**config.mk**
```make
export PLATFORM = sky130hd
export DESIGN_NAME = uart_rx_param
export DESIGN_NICKNAME = d
export VERILOG_FILES = /design/src/rtl/uart_pkg.sv /design/src/rtl/uart_baud_tick.sv /design/src/rtl/uart_rx_param.sv
export SDC_FILE = /design/constraint.sdc
export NUM_CORES = 1
export LEC_CHECK = 0
export CAP_MARGIN = 15
export CORE_ASPECT_RATIO = 1.1
export CORE_MARGIN = 1.5
export CORE_UTILIZATION = 53
export CTS_BUF_LIST = sky130_fd_sc_hd__clkbuf_4 sky130_fd_sc_hd__clkbuf_8
export DETAILED_ROUTE_END_ITERATION = 16
export PLACE_DENSITY = 0.79
export RECOVER_POWER = 50
export REMOVE_ABC_BUFFERS = 1
export SLEW_MARGIN = 20
export SYNTH_ARGS = -nofsm -noshare
export SYNTH_HDL_FRONTEND = slang
export SYNTH_SLANG_ARGS = --single-unit
```
**constraint.sdc**
```tcl
create_clock -name clk -period 1.5 [get_ports clk]
set_input_delay 0.225 -clock clk [delete_from_list [all_inputs] [get_ports clk]]
set_output_delay 0.225 -clock clk [all_outputs]
set_load 0.01 [all_outputs]
```
**src/rtl/uart_pkg.sv**
```systemverilog
// Shared UART definitions: receiver FSM states, parity mode encodings and
// the baud divider calculation used by both receiver and transmitter.
package uart_pkg;

    typedef enum logic [2:0] {
        IDLE,
        START,
        DATA,
        PAR,
        STOP,
        WAIT_HIGH
    } state_t;

    localparam int PAR_NONE = 0;
    localparam int PAR_ODD  = 1;
    localparam int PAR_EVEN = 2;

    // Clocks per oversample tick, truncated. Users must reject a result
    // below 1 at elaboration (see uart_baud_tick).
    function automatic int calc_div(input int clk_freq, input int baud,
                                    input int oversample);
        return clk_freq / (baud * oversample);
    endfunction

endpackage

```
**src/rtl/uart_baud_tick.sv**
```systemverilog
// Oversample tick generator: one-clock tick every DIV clocks, where
// DIV = CLK_FREQ / (BAUD*OVERSAMPLE). clr realigns the phase to a frame edge.
module uart_baud_tick
    import uart_pkg::*;
#(
    parameter int CLK_FREQ   = 50_000_000,
    parameter int BAUD       = 115_200,
    parameter int OVERSAMPLE = 16
) (
    input  logic clk,
    input  logic rst,
    input  logic clr,
    output logic tick
);

    localparam int DIV = calc_div(CLK_FREQ, BAUD, OVERSAMPLE);
    localparam int CW  = $clog2(DIV) + 1;
    localparam logic [CW-1:0] LAST = CW'(DIV - 1);

    if (DIV < 1) begin : g_div_check
        $error("uart_baud_tick: CLK_FREQ too low for BAUD*OVERSAMPLE");
    end

    logic [CW-1:0] cnt;

    // Free-running divider, restarted from zero on clr.
    always_ff @(posedge clk or posedge rst) begin
        if (rst)
            cnt <= '0;
        else if (clr || cnt == LAST)
            cnt <= '0;
        else
            cnt <= cnt + 1'b1;
    end

    assign tick = !clr && (cnt == LAST);

endmodule

```
**src/rtl/uart_rx_param.sv**
```systemverilog
// Parametrised UART receiver: 2-flop synchroniser, oversampled mid-bit
// sampling, DATA_BITS payload, optional odd/even parity, framing check.
// Build option UART_RX_MAJORITY_EN: 2-of-3 vote around mid-bit, decided one
// tick later than the single-sample build.
module uart_rx_param
    import uart_pkg::*;
#(
    parameter int CLK_FREQ   = 50_000_000,
    parameter int BAUD       = 115_200,
    parameter int OVERSAMPLE = 16,
    parameter int DATA_BITS  = 8,
    parameter int PARITY     = PAR_NONE
) (
    input  logic                 clk,
    input  logic                 rst,
    input  logic                 rxd,
    output logic [DATA_BITS-1:0] data_out,
    output logic                 data_valid,
    output logic                 parity_err,
    output logic                 frame_err,
    output logic                 busy
);

    localparam int TW = $clog2(OVERSAMPLE);
    localparam int BW = $clog2(DATA_BITS);
    localparam logic [TW-1:0] T_LAST = TW'(OVERSAMPLE - 1);
    localparam logic [TW-1:0] T_MID  = TW'(OVERSAMPLE / 2 - 1);
    localparam logic [BW-1:0] B_LAST = BW'(DATA_BITS - 1);

    if ((OVERSAMPLE % 2) != 0 || OVERSAMPLE < 4) begin : g_os_check
        $error("uart_rx_param: OVERSAMPLE must be even and >= 4");
    end
    if (DATA_BITS < 5 || DATA_BITS > 9) begin : g_db_check
        $error("uart_rx_param: DATA_BITS must be 5..9");
    end
    if (PARITY < PAR_NONE || PARITY > PAR_EVEN) begin : g_par_check
        $error("uart_rx_param: PARITY must be 0, 1 or 2");
    end

    state_t               state, state_n;
    logic [1:0]           sync;
    logic                 rxs, rxs_prev;
    logic                 tick, clr;
    logic [TW-1:0]        tcnt;
    logic                 sample_pt, bit_val;
    logic [BW-1:0]        bit_idx;
    logic [DATA_BITS-1:0] shreg;
    logic                 par_bad, par_exp;
    logic                 shift_en, par_en;
    logic                 emit_valid, emit_perr, emit_ferr;

    // Synchroniser plus one history flop for falling-edge detection.
    always_ff @(posedge clk or posedge rst) begin
        if (rst) begin
            sync     <= 2'b11;
            rxs_prev <= 1'b1;
        end else begin
            sync     <= {sync[0], rxd};
            rxs_prev <= sync[1];
        end
    end

    assign rxs = sync[1];

    uart_baud_tick #(
        .CLK_FREQ   (CLK_FREQ),
        .BAUD       (BAUD),
        .OVERSAMPLE (OVERSAMPLE)
    ) u_tick (
        .clk  (clk),
        .rst  (rst),
        .clr  (clr),
        .tick (tick)
    );

    // Position within the current bit, in ticks; realigned on start edge.
    always_ff @(posedge clk or posedge rst) begin
        if (rst)
            tcnt <= '0;
        else if (clr)
            tcnt <= '0;
        else if (tick)
            tcnt <= (tcnt == T_LAST) ? '0 : tcnt + 1'b1;
    end

`ifdef UART_RX_MAJORITY_EN
    localparam logic [TW-1:0] T_PRE = TW'(OVERSAMPLE / 2 - 2);
    localparam logic [TW-1:0] T_DEC = TW'(OVERSAMPLE / 2);

    logic [1:0] vote;

    // Capture the two early votes; the third is live rxs at decision time.
    always_ff @(posedge clk or posedge rst) begin
        if (rst) begin
            vote <= 2'b11;
        end else if (tick) begin
            if (tcnt == T_PRE) vote[0] <= rxs;
            if (tcnt == T_MID) vote[1] <= rxs;
        end
    end

    assign sample_pt = tick && (tcnt == T_DEC);
    assign bit_val   = (vote[0] & vote[1]) | (vote[0] & rxs) | (vote[1] & rxs);
`else
    assign sample_pt = tick && (tcnt == T_MID);
    assign bit_val   = rxs;
`endif

    assign par_exp = (PARITY == PAR_EVEN) ? ^shreg : ~^shreg;

    // Next-state and per-cycle control decode.
    always_comb begin
        state_n    = state;
        clr        = 1'b0;
        shift_en   = 1'b0;
        par_en     = 1'b0;
        emit_valid = 1'b0;
        emit_perr  = 1'b0;
        emit_ferr  = 1'b0;
        case (state)
            IDLE: begin
                if (rxs_prev && !rxs) begin
                    state_n = START;
                    clr     = 1'b1;
                end
            end
            START: begin
                if (sample_pt) state_n = bit_val ? IDLE : DATA;
            end
            DATA: begin
                if (sample_pt) begin
                    shift_en = 1'b1;
                    if (bit_idx == B_LAST)
                        state_n = (PARITY != PAR_NONE) ? PAR : STOP;
                end
            end
            PAR: begin
                if (sample_pt) begin
                    par_en  = 1'b1;
                    state_n = STOP;
                end
            end
            STOP: begin
                if (sample_pt) begin
                    if (!bit_val) begin
                        emit_ferr = 1'b1;
                        state_n   = WAIT_HIGH;
                    end else begin
                        emit_perr  = par_bad;
                        emit_valid = !par_bad;
                        state_n    = IDLE;
                    end
                end
            end
            WAIT_HIGH: begin
                if (rxs) state_n = IDLE;
            end
            default: state_n = IDLE;
        endcase
    end

    // State, payload assembly and registered result pulses.
    always_ff @(posedge clk or posedge rst) begin
        if (rst) begin
            state      <= IDLE;
            bit_idx    <= '0;
            shreg      <= '0;
            par_bad    <= 1'b0;
            data_out   <= '0;
            data_valid <= 1'b0;
            parity_err <= 1'b0;
            frame_err  <= 1'b0;
        end else begin
            state      <= state_n;
            data_valid <= emit_valid;
            parity_err <= emit_perr;
            frame_err  <= emit_ferr;
            if (clr) begin
                bit_idx <= '0;
                par_bad <= 1'b0;
            end else if (shift_en) begin
                bit_idx <= bit_idx + 1'b1;
                shreg   <= {bit_val, shreg[DATA_BITS-1:1]};
            end
            if (par_en) par_bad <= (bit_val != par_exp);
            if (emit_valid) data_out <= shreg;
        end
    end

    assign busy = (state != IDLE);

endmodule

```
* Word level (Yosys, flattened, before mapping) *
Cells that the tools add are included.
Widths: inputs -> output; s select.

cells by class
  add/sub/neg operators = 3
  equal/unequal tests = 17
  multiplexer cells = 32
  bitwise logic cells = 1
  reduce and logical (&&, ||, !) cells = 15

operators with widths
  operator             count
  $mux 3               10
  $pmux 3 s6           1
  $mux 1               16
  $ne 2x2->1 const B   7
  $mux 4               3
  $eq 3x3->1 const B   3
  $reduce_xnor 8->1    1
  $reduce_and 7->1     1
  $add 6x1->6 const B  1
  $eq 3x2->1 const B   2
  $eq 6x5->1 const B   1
  $mux 6               1
  $reduce_bool 2->1    3
  $add 4x1->4 const B  1
  $eq 4x3->1 const B   1
  $eq 4x4->1 const B   1
  $add 3x1->3 const B  1
  $eq 3x1->1 const B   1
  $logic_and 1x1->1    3
  $logic_not 1->1      3
  $logic_not 3->1      1
  $reduce_bool 3->1    1
  $mux 2               1
  $reduce_and 2->1     1
  other kinds (3)      3

word-level totals
  register bits = 39
  input port bits = 3
  output and inout bits = 12
  word-level logic and storage cells = 80

* Depth between registers and ports, before layout *
Gate-level depths: netlist of run 1.

  word-level depth = 11
  depth in mapped cells = 7
  depth with buffers taken out = 6

* Hierarchy *
Synthesis of run 1 repeated with hierarchy kept, for this count alone.

unflattened totals
  cells, all modules = 144
  area total of the unflattened synthesis = 1,762.9 um2

modules (own cells, without submodules)
  module          times used  cells each  area an instance (um2)
  uart_rx_param   1           117         1,475.2
  uart_baud_tick  1           27          287.8

* Least setup slack after synthesis of run 1 *
OpenSTA, ideal clock, no wires.

  kind = register -> register
  from = register u_tick.cnt[0]
  to = register data_out[0]
  arrival time = 1.514 ns
  path slack = -0.139 ns
  stages on the path, launching flop included = 7
  buffers on the path = 0
  period minus slack after synthesis = 1.639 ns
  cell sequence = dfrtp_1 -> inv_1 -> ha_1 -> nand4b_4 -> nor4_4 -> nand3b_4 -> mux2_2

on the way
  word-level cells in the longest chain between the ends = 5

RTL lines
  what                    line                  source
  start, declared         uart_baud_tick.sv:24  logic [CW-1:0] cnt;
  start signal, assigned  uart_baud_tick.sv:33  cnt <= cnt + 1'b1;
  $eq 6x5->1              uart_baud_tick.sv:36  assign tick = !clr && (cnt == LAST);
  $logic_and 1x1->1       uart_baud_tick.sv:36
  $logic_and 1x1->1       uart_rx_param.sv:105  assign sample_pt = tick && (tcnt == T_MID);
  $mux 1                  uart_rx_param.sv:144  if (sample_pt) begin
  $mux 1                  uart_rx_param.sv:120  case (state)
  end signal, assigned    uart_rx_param.sv:186  if (emit_valid) data_out <= shreg;
  end, declared           uart_rx_param.sv:17   output logic [DATA_BITS-1:0] data_out,

Every way passes these cells.
A chain may end at the register's enable or synchronous reset.

* Worst setup path after layout of run 1 *
  from = register u_tick.cnt[0]
  to = register data_out[1]

Same word-level chain as after synthesis.

==> flow_summary.toml, run 1 <==
[sta]
post-route-period-util_pct = 113
tns_ns = -4.76
clock_skew_ns = 0.0164
slew_violations = 0
clock.fmax_ghz = 0.590
setup_viol = 33
worst_pin_slew_ns = 0.961
grt_setup_unrepaired = "yes"
setup_ws_ns = -0.194
finalHoldViolations = 0
relSlewSlack_pct = 36.0
period_minus_slack_ns = 1.69

[global_routing]
antenna_found_initial = 0
overflow = 0
grt_pass1_wl_um = 6240
first_global_vias = 1338
grt_max_degree = 40
grtUsageTotal_pct = 22.4

[floorplanning]
rows = 22
die_area_um2 = 3770
chipHeight_um = 64.2
initial_core_util_pct = 54.7
die_x_um = 58.7
io_pins = 15
coreArea_um2 = 3300

[power_and_ir_drop]
total_power_uw = 2590
p_per_area_nw_per_um2 = 1080
ir_drop_mv = 1.06
p_leak_uw = 0.00124

[cts]
h-tree-depth = 2
clk_path_buf_depth = 2
clock_latency_ns = 0.35
postCtsHoldBufs = 0
path_clk_slew_ns = 0.10
clock-sinks = 39
numCtsBuffers = 5
cts_tree = "done"
root_buffer = "clkbuf_4"

[detailed_routing]
viasPerCell = 5.61
dr.first_iter.drc_count = 23
drt-wirelength-per-cell_um = 15.1
routed-via-count = 1324
finalWirelength_um = 3570
ant_nets = 0
drc = 0
firstDrtPassIters = 4

[run]
maxCapViolCount = 0

[synthesis]
synth_top_area_cell = "dfrtp_1"
ys_seq_area_share_pct = 54.2
synthesis.area_um2 = 1810
synth_warnings = 0
ys_ff_latch = 39
synth.area.top_cells = "dfrtp_1 (50%), mux2_2 (9.3%), dfstp_2 (4.4%), xnor2_1 (3.9%), ha_1 (3.5%)"
synth_edf_count = 0
synth_top_area_share_pct = 49.9
avgSynthCellArea_um2 = 12.0
async_reset_ff_share_pct = 100
synthCells = 151
synth_ff_type = "dfrtp_1"
synth_cell_type_count = 35

[cells_and_area]
register_area_um2 = 981
nFillCells = 232
multi_input_area_um2 = 888
finalNetCount = 207
utilization_pct = 72.3
syn_to_final_growth_pct = 32.2
instances_no_fill = 236
antenna_cells = 0
final_layout_size_suffix_gt1_share_pct = 42.5

[critical_path]
cp.arrival_ns = 1.93
start_kind = "register"
crit_type = "register to register"
crit_required_ns = 1.73
end_kind = "register"
ff2ff_setup_slack_ns = -0.19
crit_fanout = 8

[placed_design]
place_congestion = 0.864
place_inst = 224
io_buffers = 14
hpwl_um = 2390
post-place-ws_ns = -0.239

[worst_hold_path]
hold_class = "register to register"

[outcome]
violations = "negative setup slack"
status = "finished, violations left"
## cells in the final DEF, fill, tap and decap left out, types with 2 or more instances in the layout
cell type / count
clkbuf_8: 2
nor4b_2: 2
nand3_1: 6
a21oi_1: 5
buf_6: 3
nor3b_2: 2
dfrtp_1: 35
dlymetal6s2s_1: 4
inv_1: 5
nand2_1: 8
nor2_1: 11
ha_1: 3
xor2_1: 3
a21oi_2: 2
o21ai_1: 4
mux2_2: 15
clkdlybuf4s50_1: 4
o21ai_2: 3
buf_4: 27
dlygate4sd3_1: 2
xnor2_1: 8
nand2_2: 2
ha_2: 2
nand4b_1: 2
dfstp_2: 3
o21ai_0: 3
clkbuf_4: 6
nor2_2: 2
dlygate4sd2_1: 3
## timing repair
item | CTS | global route
buffers inserted | 2 | 2
gates resized for setup | 29 | 16
setup endpoints to repair | 41 | 42
pin swaps | 8 | 7
gates cloned | 0 | 0
## Yosys cell counts, drive strengths merged (2+ instances only)
cell,instances
a21oi,7
buf,2
clkbuf,2
dfrtp,36
dfstp,3
ha,5
inv,5
mux2,15
nand2,11
nand3,8
nand3b,2
nand4b,3
nor2,13
nor3b,2
nor4b,2
nor4bb,2
o21ai,10
xnor2,8
xor2,3
## per-stage QoR
stage | area (µm²) | hold slack (ns)
finish | 2390 | 0.362
global route | 2390 | 0.370
CTS | 2330 | 0.212
detailed placement | 2190 | 0.349
global placement | 2190 | 0.350
floorplan | 1790 | 0.229
## metal layers
layer | up-vias | routed length (µm) | track usage [%]
met5 | - | 0 | 0
met4 | 0 | 76 | 9.09
met3 | 9 | 134 | 6.88
met2 | 26 | 1750 | 34.4
met1 | 663 | 1620 | 29.4
li1 | 626 | - | -
## flip-flops by register name (all words and copies together) (netlist names), 2 cells and up
name / cells
bit_idx: 3
data_out: 8
tcnt: 4
u_tick.cnt: 6
sync: 2
shreg: 8
state: 3
## final timing paths
kind,cells past startpoint,from,endpoint
max,7,u_tick.cnt[0],data_out[1]
max reg2reg,7,u_tick.cnt[0],data_out[1]
min,0,sync[0],sync[1]
min reg2reg,0,sync[0],sync[1]
max in group asynchronous,3,rst,state[0]
min in group asynchronous,3,rst,tcnt[1]
## worst max-delay path, stage by stage, from the launching register on
cell and delay [ns]:
dfrtp_1 0.39, inv_1 0.07, ha_2 0.20, buf_6 0.11, nand4b_4 0.12, nor4_4 0.22, nand3b_4 0.18, mux2_2 0.31
## cells by family after synthesis
logic type,synth area share (%)
AOI/OAI and AO/OA,5.06
adders and majority gates,3.46
xor gates and xnor gates,6.58
muxes,9.90
buffers and inverters,2.08
and+or+nand+nor,18.7
DFF,54.2
## report_power, final
group	switching [µW]	internal [µW]
Clock	333	294
Combinational	322	383
Sequential	104	1150
Total	759	1830
## layout make-up
class / instances / area share (%)
Sequential cell: 39 / 41.1
Multi-Input combinational cell: 103 / 37.2
Tap cell: 36 / 1.89
Inverter: 5 / 0.786
Clock buffer: 8 / 3.04
Timing Repair Buffer: 45 / 16.0
Note: power is estimated with default switching activity, not from simulation.
==> run 2, diff against run 1 <==
--- a/config.mk
+++ b/config.mk
@@ -5,10 +5,13 @@
 export SDC_FILE = /design/constraint.sdc
 export NUM_CORES = 1
 export LEC_CHECK = 0
+export ABC_AREA = 1
 export CAP_MARGIN = 15
+export CELL_PAD_IN_SITES_DETAIL_PLACEMENT = 1
+export CELL_PAD_IN_SITES_GLOBAL_PLACEMENT = 2
 export CORE_ASPECT_RATIO = 1.1
-export CORE_MARGIN = 1.5
-export CORE_UTILIZATION = 53
+export CORE_MARGIN = 2
+export CORE_UTILIZATION = 33
 export CTS_BUF_LIST = sky130_fd_sc_hd__clkbuf_4 sky130_fd_sc_hd__clkbuf_8
 export DETAILED_ROUTE_END_ITERATION = 16
 export PLACE_DENSITY = 0.79
==> flow_summary.toml, run 2 <==
[outcome]
status = "finished, violations left"
violations = "negative setup slack"

[cells_and_area]
reg.largest.list = "data_out x8, shreg x8, u_tick.cnt x6"
final_area_um2 = 2640
utilization_pct = 43.1
layout_common_cells = "nand2_1 (74), dfrtp_1 (35), inv_1 (31)"
syn_to_final_growth_pct = 27.0
final_layout_size_suffix_gt1_share_pct = 25.8
antenna_cells = 0
finalNetCount = 294
nFillCells = 731
layout_commonest_cell = "nand2_1"

[power_and_ir_drop]
total_power_uw = 3020
p_per_area_nw_per_um2 = 1140
ir_drop_mv = 0.482
p_leak_uw = 0.00124

[detailed_routing]
viasPerCell = 4.74
firstDrtPassIters = 4
finalWirelength_um = 4700
dr.first_iter.drc_count = 53
drc = 0
ant_nets = 0
drt-wirelength-per-cell_um = 12.8
routed-via-count = 1738

[cts]
postCtsHoldBufs = 0
cts_tree = "done"
clk_path_buf_depth = 2
numCtsBuffers = 5
path_clk_slew_ns = 0.08
clock-sinks = 39
clock_latency_ns = 0.30
h-tree-depth = 2
root_buffer = "clkbuf_8"

[sta]
clock_skew_ns = 0.0123
period_minus_slack_ns = 1.53
setup_ws_ns = -0.0291
clock.fmax_ghz = 0.654
grt_setup_unrepaired = "yes"
worst_pin_slew_ns = 1.01
setup_viol = 17
relSlewSlack_pct = 32.7
slew_violations = 0
finalHoldViolations = 0
tns_ns = -0.345
post-route-period-util_pct = 102

[placed_design]
placed_area_um2 = 2410
io_buffers = 14
place_congestion = 0.744
hpwl_um = 3350

[run]
maxCapViolCount = 0

[synthesis]
ys_ff_latch = 39
synth_edf_count = 0
avgSynthCellArea_um2 = 8.45
synthCells = 246
synth_warnings = 0
yosysMostFrequentCell = "nand2_1"
synth_top_area_cell = "dfrtp_1"
async_reset_ff_share_pct = 100
synthesis.area_um2 = 2080
synthTopCellsByCount = "nand2_1 (76), dfrtp_1 (36), inv_1 (31)"
ys_seq_area_share_pct = 47.1
synth_top_area_share_pct = 43.3
synth_ff_type = "dfrtp_1"
synth_cell_type_count = 33
synth.area.top_cells = "dfrtp_1 (43%), nand2_1 (14%), o21ai_2 (7.2%), inv_1 (5.6%), nand3_1 (4.8%)"

[floorplanning]
chipHeight_um = 87.2
io_pins = 15
die_x_um = 79.7
coreArea_um2 = 6120
initial_core_util_pct = 34.0
die_area_um2 = 6950
rows = 30

[critical_path]
start_kind = "register"
crit_required_ns = 1.68
cp.arrival_ns = 1.71
crit_fanout = 17
crit_type = "register to register"
end_kind = "register"

[global_routing]
first_global_vias = 1823
antenna_found_initial = 0
grt_max_degree = 40
overflow = 0
grt_pass1_wl_um = 8220
grtUsageTotal_pct = 15.3

[worst_hold_path]
hold_class = "register to register"
==> run 2: kinds of logic (layout without fill, tap and decap cells) <==
| group | after synthesis | after routing | share of synthesized area, % |
|---|---|---|---|
| simple gates | 132 | 132 | 29.6 |
| flops | 39 | 39 | 47.1 |
| buf+inv | 35 | 76 | 7.95 |
| compound gates | 32 | 32 | 11.1 |
| fa+ha+maj | 5 | 5 | 3.01 |
| xor+xnor | 3 | 3 | 1.26 |
==> run 2: layer usage <==
| metal | up-vias | GRT usage (%) | part of all wire, % |
|---|---|---|---|
| met4 | 0 | 6.11 | 1.7 |
| met2 | 20 | 27.7 | 54 |
| met1 | 848 | 17.9 | 42 |
| met5 | - | 0 | 0 |
| met3 | 8 | 2.70 | 2.2 |
| li1 | 862 | - | - |
==> run 2: final timing paths <==
kind                                from       endpoint  slack [ns]  depth (start not counted)
max in group asynchronous            rst       state[2]        0.13                          3
min in group asynchronous            rst  u_tick.cnt[2]        0.68                          3
setup reg to reg           u_tick.cnt[0]       shreg[5]       -0.03                          9
hold reg to reg                  sync[0]        sync[1]        0.36                          0
setup / recovery           u_tick.cnt[0]       shreg[5]       -0.03                          9
hold / removal                   sync[0]        sync[1]        0.36                          0
==> run 2: what timing repair did <==
| item | in CTS | in global routing |
|---|---|---|
| gates resized for setup | 11 | 15 |
| setup endpoints to repair | 21 | 35 |
| pin swaps | 0 | 7 |
| buffers inserted | 2 | 4 |
==> run 2: metrics by stage <==
stage / setup WS [ns] / hold WS [ns] / instances
2_1_floorplan: 0.0452 / 0.229 / 243
3_3_place_gp: -0.0101 / 0.346 / 353
4_1_cts: -0.0213 / 0.289 / 363
5_1_grt: -0.165 / 0.362 / 367
6_report: -0.0291 / 0.359 / 367
3_5_place_dp: -0.0645 / 0.348 / 353
==> run 2: critical path, cell delays in order (launching register included) <==
cell and delay (ns):
dfrtp_1 0.38, inv_1 0.06, ha_2 0.16, nand3_2 0.08, nor2_4 0.15, nand3_4 0.17
inv_6 0.15, nand2_8 0.12, nand2_1 0.10, o21ai_2 0.05
==> run 2: cell type report <==
cell class	instances	area, µm²	area share [%]
Clock buffer	7	96.3	3.65
Multi-Input combinational cell	172	1020	38.6
Tap cell	80	100	3.79
Sequential cell	39	981	37.2
Inverter	32	125	4.74
Clock inverter	1	7.51	0.284
Timing Repair Buffer	36	310	11.8
==> run 2: power breakdown <==
group	internal [µW]	switching, µW	total, µW
clock	419	382	801
sequential	1180	94.5	1270
combinational	407	534	941
==> run 3, diff against run 2 <==
--- a/config.mk
+++ b/config.mk
@@ -11,10 +11,10 @@
 export CELL_PAD_IN_SITES_GLOBAL_PLACEMENT = 2
 export CORE_ASPECT_RATIO = 1.1
 export CORE_MARGIN = 2
-export CORE_UTILIZATION = 33
-export CTS_BUF_LIST = sky130_fd_sc_hd__clkbuf_4 sky130_fd_sc_hd__clkbuf_8
+export CORE_UTILIZATION = 32
+export CTS_BUF_LIST = sky130_fd_sc_hd__clkbuf_16
 export DETAILED_ROUTE_END_ITERATION = 16
-export PLACE_DENSITY = 0.79
+export PLACE_DENSITY = 0.77
 export RECOVER_POWER = 50
 export REMOVE_ABC_BUFFERS = 1
 export SLEW_MARGIN = 20
==> flow_summary.toml, run 3 (same netlist as run 2, synthesis figures left out) <==
[outcome]
status = "finished, violations left"
violations = "negative setup slack"

[power_and_ir_drop]
p_leak_uw = 0.00128
p_per_area_nw_per_um2 = 1200
ir_drop_mv = 0.550

[floorplanning]
chipHeight_um = 88.5
io_pins = 15
initial_core_util_pct = 33.4
coreArea_um2 = 6230
rows = 30
die_x_um = 80.8
die_area_um2 = 7160

[cells_and_area]
layout_commonest_cell = "nand2_1"
finalNetCount = 296
multi_input_area_um2 = 1010
nFillCells = 768
register_area_um2 = 980
layout_common_cells = "nand2_1 (69), dfrtp_1 (36), inv_1 (33)"
reg.largest.list = "data_out x8, shreg x8, u_tick.cnt x6"
instances_no_fill = 369
final_layout_size_suffix_gt1_share_pct = 26.0
syn_to_final_growth_pct = 29.2
antenna_cells = 0

[detailed_routing]
drc = 0
firstDrtPassIters = 4
routed-via-count = 1705
drt-wirelength-per-cell_um = 12.3
viasPerCell = 4.62
dr.first_iter.drc_count = 61
finalWirelength_um = 4560
ant_nets = 0

[sta]
slew_violations = 0
period_minus_slack_ns = 1.54
post-route-period-util_pct = 103
clock_skew_ns = 0.00532
clock.fmax_ghz = 0.649
setup_viol = 18
finalHoldViolations = 0
relSlewSlack_pct = 34.8
holdWs_ns = 0.356
setup_ws_ns = -0.0415
grt_setup_unrepaired = "yes"
worst_pin_slew_ns = 0.978

[global_routing]
first_global_vias = 1741
overflow = 0
antenna_found_initial = 0
grt_max_degree = 40
grt_pass1_wl_um = 7760
grtUsageTotal_pct = 14.0

[cts]
clock_latency_ns = 0.28
root_buffer = "clkbuf_16"
clock-sinks = 39
path_clk_slew_ns = 0.06
clk_path_buf_depth = 2
cts_tree = "done"
postCtsHoldBufs = 0
h-tree-depth = 2
numCtsBuffers = 5

[run]
maxCapViolCount = 0

[critical_path]
start_kind = "register"
cp.arrival_ns = 1.71
crit_required_ns = 1.67
crit_type = "register to register"
crit_fanout = 17
end_kind = "register"

[worst_hold_path]
hold_class = "register to register"

[placed_design]
place_congestion = 0.743
hpwl_um = 3310
io_buffers = 14
place_inst = 359
post-place-ws_ns = -0.0513
==> run 3: metrics by stage <==
stage | total power [µW] | instance area, µm² | util [%] | setup TNS, ns
2_1_floorplan | 1790 | 2040 | - | 0
5_1_grt | 3420 | 2690 | 43.1 | -2.63
3_3_place_gp | 2100 | 2450 | 39.4 | -0.290
4_1_cts | 3150 | 2600 | 41.8 | -0.836
6_report | 3210 | 2690 | 43.1 | -0.509
3_5_place_dp | 2120 | 2450 | 39.4 | -0.616
==> run 3: cell type report <==
cell class / instances / area share (%)
multi-input combinational: 172 / 37.6
sequential: 39 / 36.5
timing repair buffer: 38 / 12.3
inverter: 32 / 4.75
clock buffer: 5 / 4.66
tap: 80 / 3.73
clock inverter: 3 / 0.466
==> run 3: where the power goes <==
part	internal (µW)	switching, µW	total [µW]	leakage [µW]
clock network	600	392	992	0.0000762
registers	1180	92.5	1270	0.000522
logic	416	532	948	0.000685
total	2200	1020	3210	0.00128
==> run 3: path summary, 6_finish.rpt <==
check | startpoint | endpoint | slack, ns | cells past startpoint
setup / recovery | u_tick.cnt[0] | data_out[5] | -0.04 | 9
hold / removal | sync[0] | sync[1] | 0.36 | 0
setup reg to reg | u_tick.cnt[0] | data_out[5] | -0.04 | 9
hold reg to reg | sync[0] | sync[1] | 0.36 | 0
max in group asynchronous | rst | par_bad | 0.34 | 3
min in group asynchronous | rst | u_tick.cnt[3] | 0.56 | 3
==> run 3: repair_timing <==
item,4_1_cts,5_1_grt
pin swaps,0,8
setup buffers,0,2
endpoints found under the setup margin,23,28
resized for setup,5,17
hold endpoints to repair,0,0
==> run 3: layer usage <==
| layer | up-vias | part of all wire [%] | global-route usage (%) |
|---|---|---|---|
| met1 | 817 | 45 | 16.6 |
| met2 | 15 | 52 | 25.5 |
| met4 | 0 | 0.97 | 3.70 |
| met5 | - | 0 | 0 |
| met3 | 5 | 2.3 | 3.16 |
| li1 | 868 | - | - |
==> run 3: critical path, stage by stage (launching register included) <==
cell and delay, ns:
dfrtp_1 0.38, inv_1 0.07, ha_1 0.15, nand3_2 0.08
nor2_4 0.14, nand3_4 0.17, inv_8 0.14, nand2_8 0.12
nand2_1 0.11, o21ai_2 0.05
==> RTL edit 1 (flow settings as in run 2) <==
Compare `tcnt` against `T_MID` with >= in place of ==.
--- a/src/rtl/uart_rx_param.sv
+++ b/src/rtl/uart_rx_param.sv
@@ -104,3 +104,3 @@
 `else
-    assign sample_pt = tick && (tcnt == T_MID);
+    assign sample_pt = tick && (tcnt >= T_MID);
     assign bit_val   = rxs;
Formal check against the unedited RTL: same outputs for any inputs over 10 cycles, from zero or initial values and one cycle with rst high; that may be too few to reach the edited logic, so the function may still have changed.
==> RTL edit 1 against run 2 <==
The run still ends with negative setup slack left. Worst setup slack lost 0.045 ns. Clock skew shrank 0.0046 ns. Routed wire length is 5.6% higher. Synthesized cell count up 2.4%. Die area fell by 1.1%. Critical path type unchanged. Critical path depth is 1 higher. Utilization up 1.6 points. Area after synthesis decreased by 1.1%. Final area is 3.2% higher. Sequential cell count is the same. Power up 3.5%. Combinational power grew 3.5%.
==> RTL edit 1: results <==
metrics = {
    "drt": {
        "via_per_inst": 4.73,
        "routed-wl-met3_um": 80,
        "met1_length_um": 2050,
        "wl_met2_um": 2740,
        "highest_layer": "met4",
        "drt_iter0_markers": 55,
        "routed_wl_um": 4960,
    },
    "global_routing": {
        "use_met2": 0.280,
        "grt_pass1_wl_um": 8470,
        "grtUsageMet3": 0.0250,
        "grt_usage": 0.156,
        "grt_util_met1": 0.186,
        "grt_pass1_vias": 1938,
    },
    "timing": {
        "worst_pin_slew_ns": 1.03,
        "fin_skew_ns": 0.00773,
        "fin_setup_tns_ns": -0.628,
        "postLayoutSetupSlackWorst_ns": -0.0744,
        "setup_viol": 16,
    },
    "yosys": {
        "ys_top_cells_by_count": "nand2_1, dfrtp_1, inv_1, nor2_1, o21ai_0",
        "yosysSeqAreaShare": 0.477,
        "netlist_top_cells_area": "dfrtp_1, nand2_1, inv_1, o21ai_0, dfstp_2",
        "synth.distinct_cells": 28,
    },
    "power_and_ir_drop": {
        "switchingPower_mw": 1.00,
        "pg_comb_mw": 0.974,
        "leakagePower_nw": 1.36,
        "ir_drop_mv": 0.363,
    },
    "clock_tree": {
        "cts.repair.resized": 6,
    },
    "outcome": {
        "violations": "negative setup slack",
        "status": "complete, but fails checks",
    },
    "place": {
        "dp_slack_ns": -0.0299,
        "place_congestion": 0.810,
        "dpl.hpwl_um": 3370,
    },
    "critical_path": {
        "critPathMaxFanout": 7,
        "worstPathArrival_ns": 1.75,
    },
    "layout": {
        "drive_gt1_frac": 0.227,
        "fin_nets": 303,
    },
}
[RTL edit 1: final timing paths]
kind,to,depth (start not counted)
setup / recovery,data_out[4]$_DFFE_PP0P_,10
hold / removal,sync[1]$_DFF_PP1_,0
setup reg to reg,data_out[4]$_DFFE_PP0P_,10
hold reg to reg,sync[1]$_DFF_PP1_,0
max in group asynchronous,shreg[5]$_DFFE_PP0P_,3
min in group asynchronous,shreg[1]$_DFFE_PP0P_,3
[RTL edit 1: cell type report]
type	count	area [µm²]
Clock buffer	6	76.3
Clock inverter	1	30.0
Fill cell	746	3360
Inverter	35	144
Multi-Input combinational cell	176	1020
Sequential cell	39	980
Tap cell	80	100
Timing Repair Buffer	38	372
[RTL edit 1: metrics by stage]
stage / util / hold WS (ns) / cells / instance area (µm²) / power [mW]
2_1_floorplan: - / 0.229 / 248 / 2010 / 1.85
3_3_place_gp: 0.397 / 0.346 / 361 / 2410 / 2.17
3_5_place_dp: 0.397 / 0.358 / 361 / 2410 / 2.20
4_1_cts: 0.419 / 0.303 / 370 / 2550 / 3.11
5_1_grt: 0.448 / 0.372 / 375 / 2720 / 3.37
6_report: 0.448 / 0.366 / 375 / 2720 / 3.12
[RTL edit 1: kinds of logic after synthesis]
group | share of synthesized area
AO/OA/AOI/OAI | 0.0999
XOR/XNOR | 0.00853
adder cells (fa/ha/maj) | 0.0305
buffers and inverters | 0.0871
flip-flops | 0.477
AND/OR/NAND/NOR | 0.297
[RTL edit 1: worst max-delay path: stages, from the launching register on]
cell,delay (ns)
dfrtp_1,0.38
inv_1,0.06
ha_2,0.19
nand3_4,0.09
nor2_4,0.12
nand3_4,0.15
buf_12,0.17
clkinv_8,0.07
nand2_8,0.09
nand2_2,0.07
o21ai_2,0.05
==> RTL edit 2 (settings of run 2) <==
Without the edit above. Add a define of `UART_RX_MAJORITY_EN`.
--- a/src/rtl/uart_rx_param.sv
+++ b/src/rtl/uart_rx_param.sv
@@ -4,2 +4,4 @@
 // tick later than the single-sample build.
+`define UART_RX_MAJORITY_EN
+
 module uart_rx_param
Behaviour: same outputs for any inputs over 10 cycles, from zero or initial values and one cycle with rst high; that may be too few to reach the edited logic, so the function may still have changed.
==> RTL edit 2 against run 2 <==
First-iteration DRC count increased by 5.7%. Final area up 19%. Power is 13% higher. Routed wire length is 20% higher. Worst setup slack got worse by 0.081 ns. Cell count is 6.5% higher. Sequential cell count rose by 2. Highest routed layer unchanged. Area after synthesis up 3.3%. The run still ends with negative setup slack left.
==> RTL edit 2: results <==
metrics = {
    "drt": {
        "wire_per_inst_um": 14.4,
        "highest_layer": "met4",
        "drt_iter0_markers": 56,
        "num_vias": 1859,
        "wl_met2_um": 2850,
        "met1_length_um": 2540,
    },
    "layout": {
        "buf_share": 0.182,
        "n_clock_buffer": 6,
        "fill_cells": 762,
        "nMultiInputCombCells": 176,
        "sh_seq_area": 0.329,
        "fin_nets": 320,
        "seq_cells": 41,
        "clkCellAreaFrac": 0.0275,
        "reg_top3": "data_out x8, shreg x8, u_tick.cnt x6",
        "nNonClkBuffers": 54,
        "multi_input_area_um2": 1230,
    },
    "yosys": {
        "synth.distinct_cells": 31,
        "netlist_top_cells_area": "dfrtp_1, nand2_1, dfstp_2, inv_1, nand3_1",
        "yosysSeqAreaShare": 0.481,
        "ys_top_cells_by_count": "nand2_1, dfrtp_1, inv_1, nand3_1, o21ai_0",
    },
    "place": {
        "dpl.hpwl_um": 3430,
        "port_buffers": 14,
        "dp_slack_ns": -0.0518,
        "place_congestion": 0.775,
    },
    "timing": {
        "setup_viol": 22,
        "worst_pin_slew_ns": 1.03,
        "postLayoutSetupSlackWorst_ns": -0.110,
        "fin_setup_tns_ns": -1.24,
        "fin_skew_ns": 0.00573,
    },
    "power_and_ir_drop": {
        "intPower_mw": 2.17,
        "leakagePower_nw": 1.55,
        "ir_drop_mv": 0.617,
    },
    "global_routing": {
        "grt_util_met1": 0.209,
        "grt_pass1_wl_um": 9070,
        "grt_usage": 0.165,
        "grt_max_degree": 42,
        "grtUsageMet3": 0.0367,
    },
    "critical_path": {
        "slowest_stage": "dfrtp_1",
        "critPathMaxFanout": 5,
    },
    "clock_tree": {
        "htreeDepth": 2,
        "cts_setup_buffers": 5,
    },
    "outcome": {
        "violations": "negative setup slack",
        "status": "complete, but fails checks",
    },
}
RTL edit 2: critical path: cells and delay by family (launching register included):
kind / cells / cell delay [ns]
AND/OR/NAND/NOR: 5 / 0.67
flip-flops: 1 / 0.39
buffers and inverters: 2 / 0.28
adder cells (fa/ha/maj): 1 / 0.13
AO/OA/AOI/OAI: 1 / 0.07
RTL edit 2: final timing paths:
check	from	to	slack, ns
min reg2reg	sync[0]$_DFF_PP1_	sync[1]$_DFF_PP1_	0.36
max	u_tick.cnt[0]$_DFF_PP0_	shreg[3]$_DFFE_PP0P_	-0.11
max in group asynchronous	rst	state[2]$_DFFE_PP0P_	0.33
max reg2reg	u_tick.cnt[0]$_DFF_PP0_	shreg[3]$_DFFE_PP0P_	-0.11
min in group asynchronous	rst	data_out[7]$_DFFE_PP0P_	0.54
min	sync[0]$_DFF_PP1_	sync[1]$_DFF_PP1_	0.36
RTL edit 2: logic make-up (layout without fill, tap and decap cells):
logic type | Yosys count | after routing | synth area share
compound gates | 34 | 34 | 0.106
buf+inv | 36 | 94 | 0.0752
fa+ha+maj | 7 | 7 | 0.0408
xor+xnor | 2 | 2 | 0.00816
simple gates | 131 | 133 | 0.289
flops | 41 | 41 | 0.481
RTL edit 2: power by group through the flow:
stage,registers (mW),logic (mW),clock network (mW)
global placement,1.36,0.990,0
finish,1.35,1.32,0.739
CTS,1.34,1.06,0.769
floorplan,1.37,0.597,0
detailed placement,1.37,1.02,0
global route,1.37,1.48,0.804
RTL edit 2: through the flow:
stage          cells  instance area (µm²)   util
2_1_floorplan    247                 2100      -
3_3_place_gp     366                 2560  0.410
5_1_grt          391                 3140  0.504
4_1_cts          381                 2780  0.445
6_report         391                 3140  0.504
3_5_place_dp     366                 2560  0.410
